$ cat src/rtl/sdram_wb_bridge.sv
// Wishbone 32-bit slave to 16-bit SDRAM controller port, with a one-line read buffer.
// Writes split into halfwords; read misses fill the line, and hits complete locally.
module sdram_wb_bridge #(
  parameter int unsigned BURST_LENGTH = 8,
  parameter int unsigned LB           = 3
) (
  input  logic        sdram_clk,
  input  logic        sdram_rst_n,
  input  logic [31:0] wb_adr_i,
  input  logic [31:0] wb_dat_i,
  input  logic [3:0]  wb_sel_i,
  input  logic        wb_we_i,
  input  logic        wb_cyc_i,
  input  logic        wb_stb_i,
  output logic [31:0] wb_dat_o,
  output logic        wb_ack_o,
  output logic [31:0] ctrl_adr_o,
  output logic [15:0] ctrl_dat_o,
  output logic [1:0]  ctrl_sel_o,
  output logic        ctrl_we_o,
  output logic        ctrl_acc_o,
  input  logic        ctrl_ack_i,
  input  logic [31:0] ctrl_adr_i,
  input  logic [15:0] ctrl_dat_i
);

  localparam int unsigned TAG_W = 31 - LB;

  typedef enum logic [2:0] {
    S_IDLE, S_WR_HI, S_WR_LO, S_RD_REQ, S_RD_FILL, S_ACK
  } state_e;

  state_e           state_q, state_d, req_st;
  logic             valid_q, valid_d;
  logic [TAG_W-1:0] tag_q, tag_d;
  logic [LB-1:0]    cnt_q, cnt_d;
  logic             wb_ack_q;
  logic [31:0]      wb_dat_q, wb_dat_d;
  logic [15:0]      line_q [BURST_LENGTH];

  logic             req;
  logic             hit;
  logic [LB-1:0]    idx_hi, idx_lo;
  logic             unused_bits;

  assign req         = wb_cyc_i & wb_stb_i;
  assign hit         = valid_q && (tag_q == wb_adr_i[31:LB+1]);
  assign idx_hi      = wb_adr_i[LB:1] & ~LB'(1);
  assign idx_lo      = idx_hi | LB'(1);
  assign unused_bits = ^{wb_adr_i[0], ctrl_adr_i[31:LB+1], ctrl_adr_i[0]};

  // Next-state and buffer bookkeeping
  always_comb begin
    state_d  = state_q;
    valid_d  = valid_q;
    tag_d    = tag_q;
    cnt_d    = cnt_q;
    wb_dat_d = wb_dat_q;
    case (state_q)
      S_IDLE: begin
        if (req) begin
          if (wb_we_i) begin
            if (wb_sel_i[3:2] != 2'b00)      state_d = S_WR_HI;
            else if (wb_sel_i[1:0] != 2'b00) state_d = S_WR_LO;
            else                             state_d = S_ACK;
          end else if (hit) begin
            state_d  = S_ACK;
            wb_dat_d = {line_q[idx_hi], line_q[idx_lo]};
          end else begin
            state_d = S_RD_REQ;
            valid_d = 1'b0;
          end
        end
      end
      S_WR_HI: begin
        if (ctrl_ack_i) begin
          if (wb_sel_i[1:0] != 2'b00) state_d = S_WR_LO;
          else                        state_d = wb_cyc_i ? S_ACK : S_IDLE;
        end
      end
      S_WR_LO: begin
        if (ctrl_ack_i) state_d = wb_cyc_i ? S_ACK : S_IDLE;
      end
      S_RD_REQ: begin
        if (ctrl_ack_i) begin
          cnt_d   = LB'(1);
          state_d = S_RD_FILL;
        end
      end
      S_RD_FILL: begin
        cnt_d = cnt_q + LB'(1);
        if (cnt_q == LB'(BURST_LENGTH - 1)) begin
          tag_d   = wb_adr_i[31:LB+1];
          valid_d = 1'b1;
          state_d = S_IDLE;
        end
      end
      S_ACK:   state_d = S_IDLE;
      default: state_d = S_IDLE;
    endcase
  end

  // Controller request: in an ack cycle the following request is already shown
  always_comb begin
    req_st     = state_q;
    ctrl_acc_o = 1'b0;
    ctrl_we_o  = 1'b0;
    ctrl_adr_o = 32'h0;
    ctrl_dat_o = 16'h0;
    ctrl_sel_o = 2'b00;
    if (ctrl_ack_i && (state_q inside {S_WR_HI, S_WR_LO, S_RD_REQ})) req_st = state_d;
    case (req_st)
      S_WR_HI: begin
        ctrl_acc_o = 1'b1;
        ctrl_we_o  = 1'b1;
        ctrl_adr_o = {wb_adr_i[31:2], 2'b00};
        ctrl_dat_o = wb_dat_i[31:16];
        ctrl_sel_o = wb_sel_i[3:2];
      end
      S_WR_LO: begin
        ctrl_acc_o = 1'b1;
        ctrl_we_o  = 1'b1;
        ctrl_adr_o = {wb_adr_i[31:2], 2'b10};
        ctrl_dat_o = wb_dat_i[15:0];
        ctrl_sel_o = wb_sel_i[1:0];
      end
      S_RD_REQ: begin
        ctrl_acc_o = 1'b1;
        ctrl_adr_o = {wb_adr_i[31:2], 2'b00};
      end
      default: ;
    endcase
  end

  always_ff @(posedge sdram_clk or negedge sdram_rst_n) begin
    if (!sdram_rst_n) begin
      state_q  <= S_IDLE;
      valid_q  <= 1'b0;
      tag_q    <= '0;
      cnt_q    <= '0;
      wb_ack_q <= 1'b0;
      wb_dat_q <= 32'h0;
    end else begin
      state_q  <= state_d;
      valid_q  <= valid_d;
      tag_q    <= tag_d;
      cnt_q    <= cnt_d;
      wb_ack_q <= (state_d == S_ACK);
      wb_dat_q <= wb_dat_d;
    end
  end

  // Line storage: burst fill, plus write-through of accepted halfwords on a hit
  always_ff @(posedge sdram_clk) begin
    if ((state_q == S_RD_REQ && ctrl_ack_i) || state_q == S_RD_FILL) begin
      line_q[ctrl_adr_i[LB:1]] <= ctrl_dat_i;
    end else if (ctrl_ack_i && hit && state_q == S_WR_HI) begin
      if (wb_sel_i[3]) line_q[idx_hi][15:8] <= wb_dat_i[31:24];
      if (wb_sel_i[2]) line_q[idx_hi][7:0]  <= wb_dat_i[23:16];
    end else if (ctrl_ack_i && hit && state_q == S_WR_LO) begin
      if (wb_sel_i[1]) line_q[idx_lo][15:8] <= wb_dat_i[15:8];
      if (wb_sel_i[0]) line_q[idx_lo][7:0]  <= wb_dat_i[7:0];
    end
  end

  assign wb_ack_o = wb_ack_q;
  assign wb_dat_o = wb_dat_q;

endmodule

$ cat config.mk
export PLATFORM = sky130hd
export DESIGN_NAME = sdram_wb_bridge
export DESIGN_NICKNAME = d
export VERILOG_FILES = /design/src/rtl/sdram_wb_bridge.sv
export SDC_FILE = /design/constraint.sdc
export NUM_CORES = 1
export LEC_CHECK = 0
export ABC_AREA = 1
export CORE_ASPECT_RATIO = 1.25
export CORE_UTILIZATION = 30
export DETAILED_ROUTE_END_ITERATION = 6
export DONT_BUFFER_PORTS = 1
export GPL_TIMING_DRIVEN = 0
export PLACE_DENSITY = 0.43
export SLEW_MARGIN = 40
export SYNTH_ARGS = -nofsm -noshare
export SYNTH_HDL_FRONTEND = slang
export SYNTH_SLANG_ARGS = --single-unit
$ cat constraint.sdc
create_clock -name sdram_clk -period 2.83 [get_ports sdram_clk]
set_clock_uncertainty 0.15 [all_clocks]
set_input_delay 0.7075 -clock sdram_clk [delete_from_list [all_inputs] [get_ports sdram_clk]]
set_output_delay 0.7075 -clock sdram_clk [all_outputs]
set_load 0.1 [all_outputs]
* After elaboration in Yosys (flattened, before gate mapping)
Memory sizes are Yosys's and may differ from the RTL's. A register that Yosys moved wholly into a read port is not among the register bits.
Cells that the tools add are included.
** Word-level totals
- Register bits :: 36
- RAM bits :: 128
- Input port bits :: 122
- Memories kept :: 1
** Memory list
- line_q :: words 8, width 16, rd ports 2, clocked after Yosys merged registers in 2, wr ports 1, line 39 : logic [15:0] line_q [BURST_LENGTH];
** Operators by class
- $add $sub $neg :: 1
- Equal/unequal tests :: 15
- Multiplexer cells :: 51
- Bitwise logic cells :: 2
- Reduce and logical (&&, ||, !) cells :: 24
** Operator list (count)
- $pmux 32 s2 :: 1
- $mux 3 :: 15
- $mux 16 :: 2
- $pmux 16 s2 :: 1
- $reduce_or 16->1 :: 2
- $eq 28x28->1 :: 1
- $mux 1 :: 26
- $pmux 3 s5 :: 1
- $eq 3x2->1 const B :: 4
- $ne 2x2->1 const B :: 5
- $eq 3x3->1 const B :: 3
- $reduce_bool 2->1 :: 4
- $eq 3x1->1 const B :: 2
- $logic_and 1x1->1 :: 6
- $pmux 3 s2 :: 1
- $reduce_and 5->1 :: 1
- $mux 2 :: 2
- $pmux 2 s2 :: 1
- $reduce_and 2->1 :: 2
- $reduce_and 4->1 :: 1
- $reduce_or 2->1 :: 2
- $add 3x1->3 const B :: 1
- $logic_not 3->1 :: 1
- $reduce_bool 3->1 :: 1
- 6 further kinds :: 7

* Longest topological paths before layout
- Depth after elaboration :: 10
- Mapped depth :: 14
- Gate-level depth less buffers :: 14

* Worst setup path after synthesis
OpenSTA, ideal clock, no wires.
- Path kind :: in2out
- Start :: input ctrl_ack_i
- End :: output ctrl_adr_o[13]
- Data arrival time :: 3.548 ns
- Required time :: 1.972 ns
- Slack :: -1.576 ns
- Cell stages on the path :: 8
- Path buffers :: 2
- Path through :: buf_4 > inv_2 > nor2_1 > inv_1 > nor2_1 > a21oi_1 > clkbuf_1 > o21ai_0
** On the way
- Cells in the longest elaborated chain, start to end :: 6
- Elaborated cells between the ends (all ways) :: 11
- Classes of those cells :: eq/ne: 3; mux: 6; reduce/logical: 2
** RTL lines
- start: declaration :: line 22 : input logic ctrl_ack_i,
- $mux 3, on equally long branches :: line 85, 76, 82
- $pmux 3 s5 :: line 59 : case (state_q)
- $mux 3 * :: line 111 : if (ctrl_ack_i && (state_q inside {S_WR_HI, S_WR_LO, S_RD_REQ})) req_st = state_d;
- $eq 3x2->1 or $eq 3x1->1 (tied branches) :: line 112 : case (req_st)
- $reduce_or 2->1 (no source line)
- $pmux 32 s2 * :: line 112
- end: declaration :: line 17 : output logic [31:0] ctrl_adr_o,
Mark *: on every way between the ends. The rest lies on a longest branch, timed or not.

* Worst setup path in the final report
- Start :: register state_q[1]
- End :: output ctrl_adr_o[13]
** On the way
- Cells in the longest elaborated chain, start to end :: 7
- Elaborated cells between the ends (all ways) :: 19
- Classes of those cells :: eq/ne: 7; mux: 8; reduce/logical: 4
** RTL lines
- start: declaration :: line 33 : state_e state_q, state_d, req_st;
- start signal: assignment :: line 144 : state_q <= state_d;
- $eq 3x1->1 or $eq 3x2->1 (tied branches) :: line 59, 111
- $reduce_bool 3->1 :: line 111
- $logic_and 1x1->1 :: line 111
- $mux 3 * :: line 111
- $eq 3x2->1 or $eq 3x1->1 (tied branches) :: line 112
- $reduce_or 2->1 (no source line)
- $pmux 32 s2 * :: line 112
Marks and branches as above.

==> results.md <==
STA:
- The maximum clock rate is 302 MHz.
- The final-report setup violation count is 50.
- Setup repair after global routing could not meet its margin everywhere.
- The final worst-path setup slack is -0.482 ns.
- The share of the clock period used by the worst path is 117%.
- The final hold slack is 0.299 ns.
- The worst pin sits at a relative slew slack of 40.6%.
- For the finished layout, the period the worst path requires is 3.31 ns.
- At the pin with the least slew margin, the transition time is 0.891 ns.
- The total count of hold-check failures in the final report is 0.
- The final count of pins violating max slew came to 0.

Critical path:
- The signal on the critical path passes through inv_4, buf_4, nor2_1, a21oi_4, clkbuf_8, o21ai_4.
- The number of cell instances on the worst register-to-register path is 9.
- The largest single stage delay on the critical path is 0.59 ns.
- The capturing element type of the critical path is an output pin.
- The number of buffers and inverters on the critical path is 3.
- The startpoint identified for the worst register-to-register timing path is tag_q[19]$_DFFE_PN0P_.
- The slowest library cell on the worst path is o21ai_4.
- The worst setup path is launched from a register.
- The arrival time reported for the critical path endpoint is 2.45 ns.
- The register-to-register setup slack is 0.17 ns.
- The kind of cell adding the most delay to the critical path is compound AO/OA/AOI/OAI gates.
- In this run the worst path has a maximum fanout of 10.
- The critical path is of the register to output pin type.
- The endpoint of the worst register-to-register path is line_q[6][3]$_DFFE_PP_.
- The required time reported for the critical path endpoint is 1.97 ns.

Pwr:
- The peak supply drop is 0.461 mV.
- The power per standard cell area is 818 mW/mm^2.
- The design draws 11.4 mW.
- The analysis attributes to cell leakage a power of 5.82 nW.

Floorplanning:
- From left edge to right edge, the die measures 173 um.
- The die outline area is 0.0375 sq mm.
- The region available for standard cell placement spans 0.0362 sq mm.
- During I/O placement, the number of pins put on the boundary was 207.
- The initialized floorplan defines 78 standard-cell rows.
- The die height is 216 um.
- The effective utilization at floorplan is 30.4%.

Yosys:
- Summing the areas of all xor and xnor instances in the mapped netlist gives 0.477% of the synthesized area.
- Yosys mapped a number of flops with a built-in enable equal to 128.
- After synthesis, the largest family of logic cells by area is simple AND/OR/NAND/NOR gates.
- The synthesized netlist occupies a cell area of 0.0110 sq mm.
- The count of unique library cells instantiated by Yosys is 37.
- The share of synthesized area occupied by flip-flops and latches is 50.3%.
- The post-synthesis share of cell area spent on and, or, nand and nor gates is 31.4%.
- Counting flops and latches in the post-synthesis netlist gives 196.
- Dividing the synthesized area by the synthesized cell count gives 8.57 sq um.
- The most used flip-flop cell after synthesis is edfxtp_1.
- Of the total synthesized cell area, the portion taken by full adders, half adders and majority gates is 0.227%.
- The synthesized netlist net count is 1,410.
- During synthesis, Yosys emitted a total of 0 warnings.
- The share of synthesized area spent on multiplexers is 0%.
- Counting flops with an async set or reset pin after synthesis yields a share of 34.7%.
- Synthesis produced 1,286 cells.
- The complex-gate fraction of the synthesized area is 10.1%.

Outcome:
- The run finished, with violations left.
- The checks that failed: negative setup slack.

GRT:
- In the global route stage, overall resource usage came out at 24.0%.
- The first global-routing pass estimated 65,700 um of wire.
- The via count of the first global-routing pass was 9,883.
- The total grt overflow is 0.
- Entering global routing, the biggest net connects 69 pins.
- The initial antenna violation count is 1.

Clock tree:
- Counting along the longest clock path gives a buffer depth of 2.
- The clock transition at the register clock pins on the worst setup and hold paths after CTS is 0.08 ns.
- TritonCTS built the clock tree.
- Buffers inserted during clock tree synthesis total 17.
- The H-tree was split into 4 levels.
- The count of clock tree sinks is 196.
- The clock reaches the later pin of the worst-skew pair after 0.46 ns.
- The clock root buffer is clkbuf_16.

Route:
- For this run, the detailed router's first-pass iteration total came to 5.
- Once detail routing completed, the nets flagged for antenna violations numbered 0.
- In the routed design, unresolved DRC markers number 0.
- Summed over all layers, the routed wires come to 44,500 um.
- Dividing the detail-routed via count by the number of cells gives 5.40.
- The final route contains 9,878 vias.
- The first routing iteration left 757 violations.
- The detailed router put a total of 17,800 um of wire on met1.
- In the final routed layout, each cell accounts on average for 24.3 um.
- The uppermost signal routing layer after detailed routing is met4.
- The met2 wire length is 22,600 um.
- Detailed routing placed a total of 2950 um of wire on met3.

Run:
- Max-cap violations in this run came to 0.

Final layout:
- Of the cells placed in the final design, the portion with a size suffix greater than 1 is 21.0%.
- The final layout contains 1,459 nets.
- The area added between synthesis and finish is 26.0%.
- The finished layout holds 1,829 standard cells, fillers aside.
- After filler insertion, the fill cell instance count of the layout stands at 3,630.
- The finished cells cover 0.0139 sq mm.

Place:
- The count of buffers from port buffering is 0.
- The area of placed instances is 0.0123 sq mm.
- The placer's final routability congestion estimate is 0.860.
- Counting tap cells, the placed design contains a total of 1,766 instances.
- After legalization and detailed placement, the total HPWL measured 33,000 um.

Hold path:
- The worst-case hold path end point is tag_q[27]$_DFFE_PN0P_.
- The source of the worst hold timing path is wb_adr_i[31].
- The worst hold-check path type is input port to register.
- The number of cells on the worst hold path is 2.
## stage by stage
| step | worst slack, ns | TNS (ns) | utilization (%) |
|---|---|---|---|
| 2_1_floorplan | -0.108 | -2.88 | - |
| 3_3_place_gp | -0.547 | -69.89 | 34.0 |
| 3_5_place_dp | -0.556 | -70.47 | 34.1 |
| 4_1_cts | -0.524 | -22.00 | 37.9 |
| 5_1_grt | -0.565 | -26.38 | 38.3 |
| 6_report | -0.482 | -22.54 | 38.3 |
## registers in the layout, summed over array words and instances (netlist names)
name / cells
line_q: 128
wb_dat_o: 32
tag_q: 28
cnt_q: 3
state_q: 3
valid_q: 1
wb_ack_o: 1
## layout make-up
type	count	area, sq um	share of cell area, %
inverters	90	350	2.53
clock inverters	7	52.6	0.379
diodes	1	2.50	0.0180
well taps	480	601	4.33
plain buffers	101	604	4.36
clock buffers	25	553	3.99
multi-input cells	897	5740	41.4
flip-flops and latches	196	5580	40.2
repair buffers	32	387	2.79
## worst max path at each step
stage	from	to	slack (ns)	cells past startpoint
6_report	state_q[1]$_DFF_PN0_	ctrl_adr_o[13]	-0.48	6
5_1_grt	state_q[2]$_DFF_PN0_	ctrl_adr_o[9]	-0.56	10
4_1_cts	state_q[2]$_DFF_PN0_	ctrl_adr_o[29]	-0.52	11
3_5_place_dp	ctrl_ack_i	ctrl_dat_o[3]	-0.56	11
3_3_place_gp	ctrl_ack_i	ctrl_dat_o[10]	-0.55	11
2_1_floorplan	ctrl_ack_i	ctrl_adr_o[10]	-0.11	12
## power breakdown
group	switching, mW	internal [mW]	leakage [nW]
Clock	1.17	1.37	0.299
Sequential	0.216	3.38	1.95
Combinational	3.85	1.36	3.57
## cells by family (layout without fill, tap and decap cells)
| kind of cell | count (synthesis) | count (layout) |
|---|---|---|
| other | 1 | 2 |
| DFF | 196 | 196 |
| buffers and inverters | 193 | 255 |
| adders and majority gates | 2 | 2 |
| AOI/OAI and AO/OA | 171 | 171 |
| and+or+nand+nor | 717 | 717 |
| xor gates and xnor gates | 6 | 6 |
## synthesized netlist by cell type (21+ instances only)
cell type    n  area (sq um)
nand2_1    469          1760
nand4_1    159           995
edfxtp_1   128          3840
inv_1       69           259
dfrtp_1     68          1700
o21ai_0     55           275
clkbuf_1    50           188
o21ai_1     44           220
a221oi_1    32           280
a22o_1      32           280
nor2_1      28           105
nand3_1     25           125
buf_1       21          78.8
inv_2       21          78.8
## routing by layer
layer / vias to the layer above / GRT usage, %
li1: 4616 / -
met1: 4837 / 28.5
met2: 378 / 42.6
met3: 47 / 5.40
met4: 0 / 8.02
met5: - / 0
## placed cells by master (no fill, tap or decap), drive strengths merged
cell type / Yosys / layout
clkbuf: 50 / 78
xor2: 1 / 1
nand4: 175 / 175
o21ai: 99 / 99
a21boi: 1 / 1
nand2: 470 / 470
nand3: 27 / 27
dfrtp: 68 / 68
a21oi: 4 / 4
a22o: 32 / 32
diode: 0 / 1
nor3: 5 / 5
ha: 2 / 2
nor4: 1 / 1
a32o: 2 / 2
inv: 90 / 92
clkinv: 0 / 4
bufbuf: 0 / 1
edfxtp: 128 / 128
nor2: 38 / 38
conb: 1 / 1
clkinvlp: 0 / 1
or2: 1 / 1
a31oi: 1 / 1
a221oi: 32 / 32
dlygate4sd3: 0 / 1
buf: 53 / 78
xnor2: 5 / 5
## timing repair
item / in CTS / in global routing
pin swaps: 35 / 27
resized for setup: 95 / 31
setup buffers: 16 / 8
endpoints found under the setup margin: 75 / 156
hold endpoints to repair: 68 / 0
hold buffers: 2 / 0
cloned: 4 / 1
No activity file was read; power rests on OpenSTA's default activity.
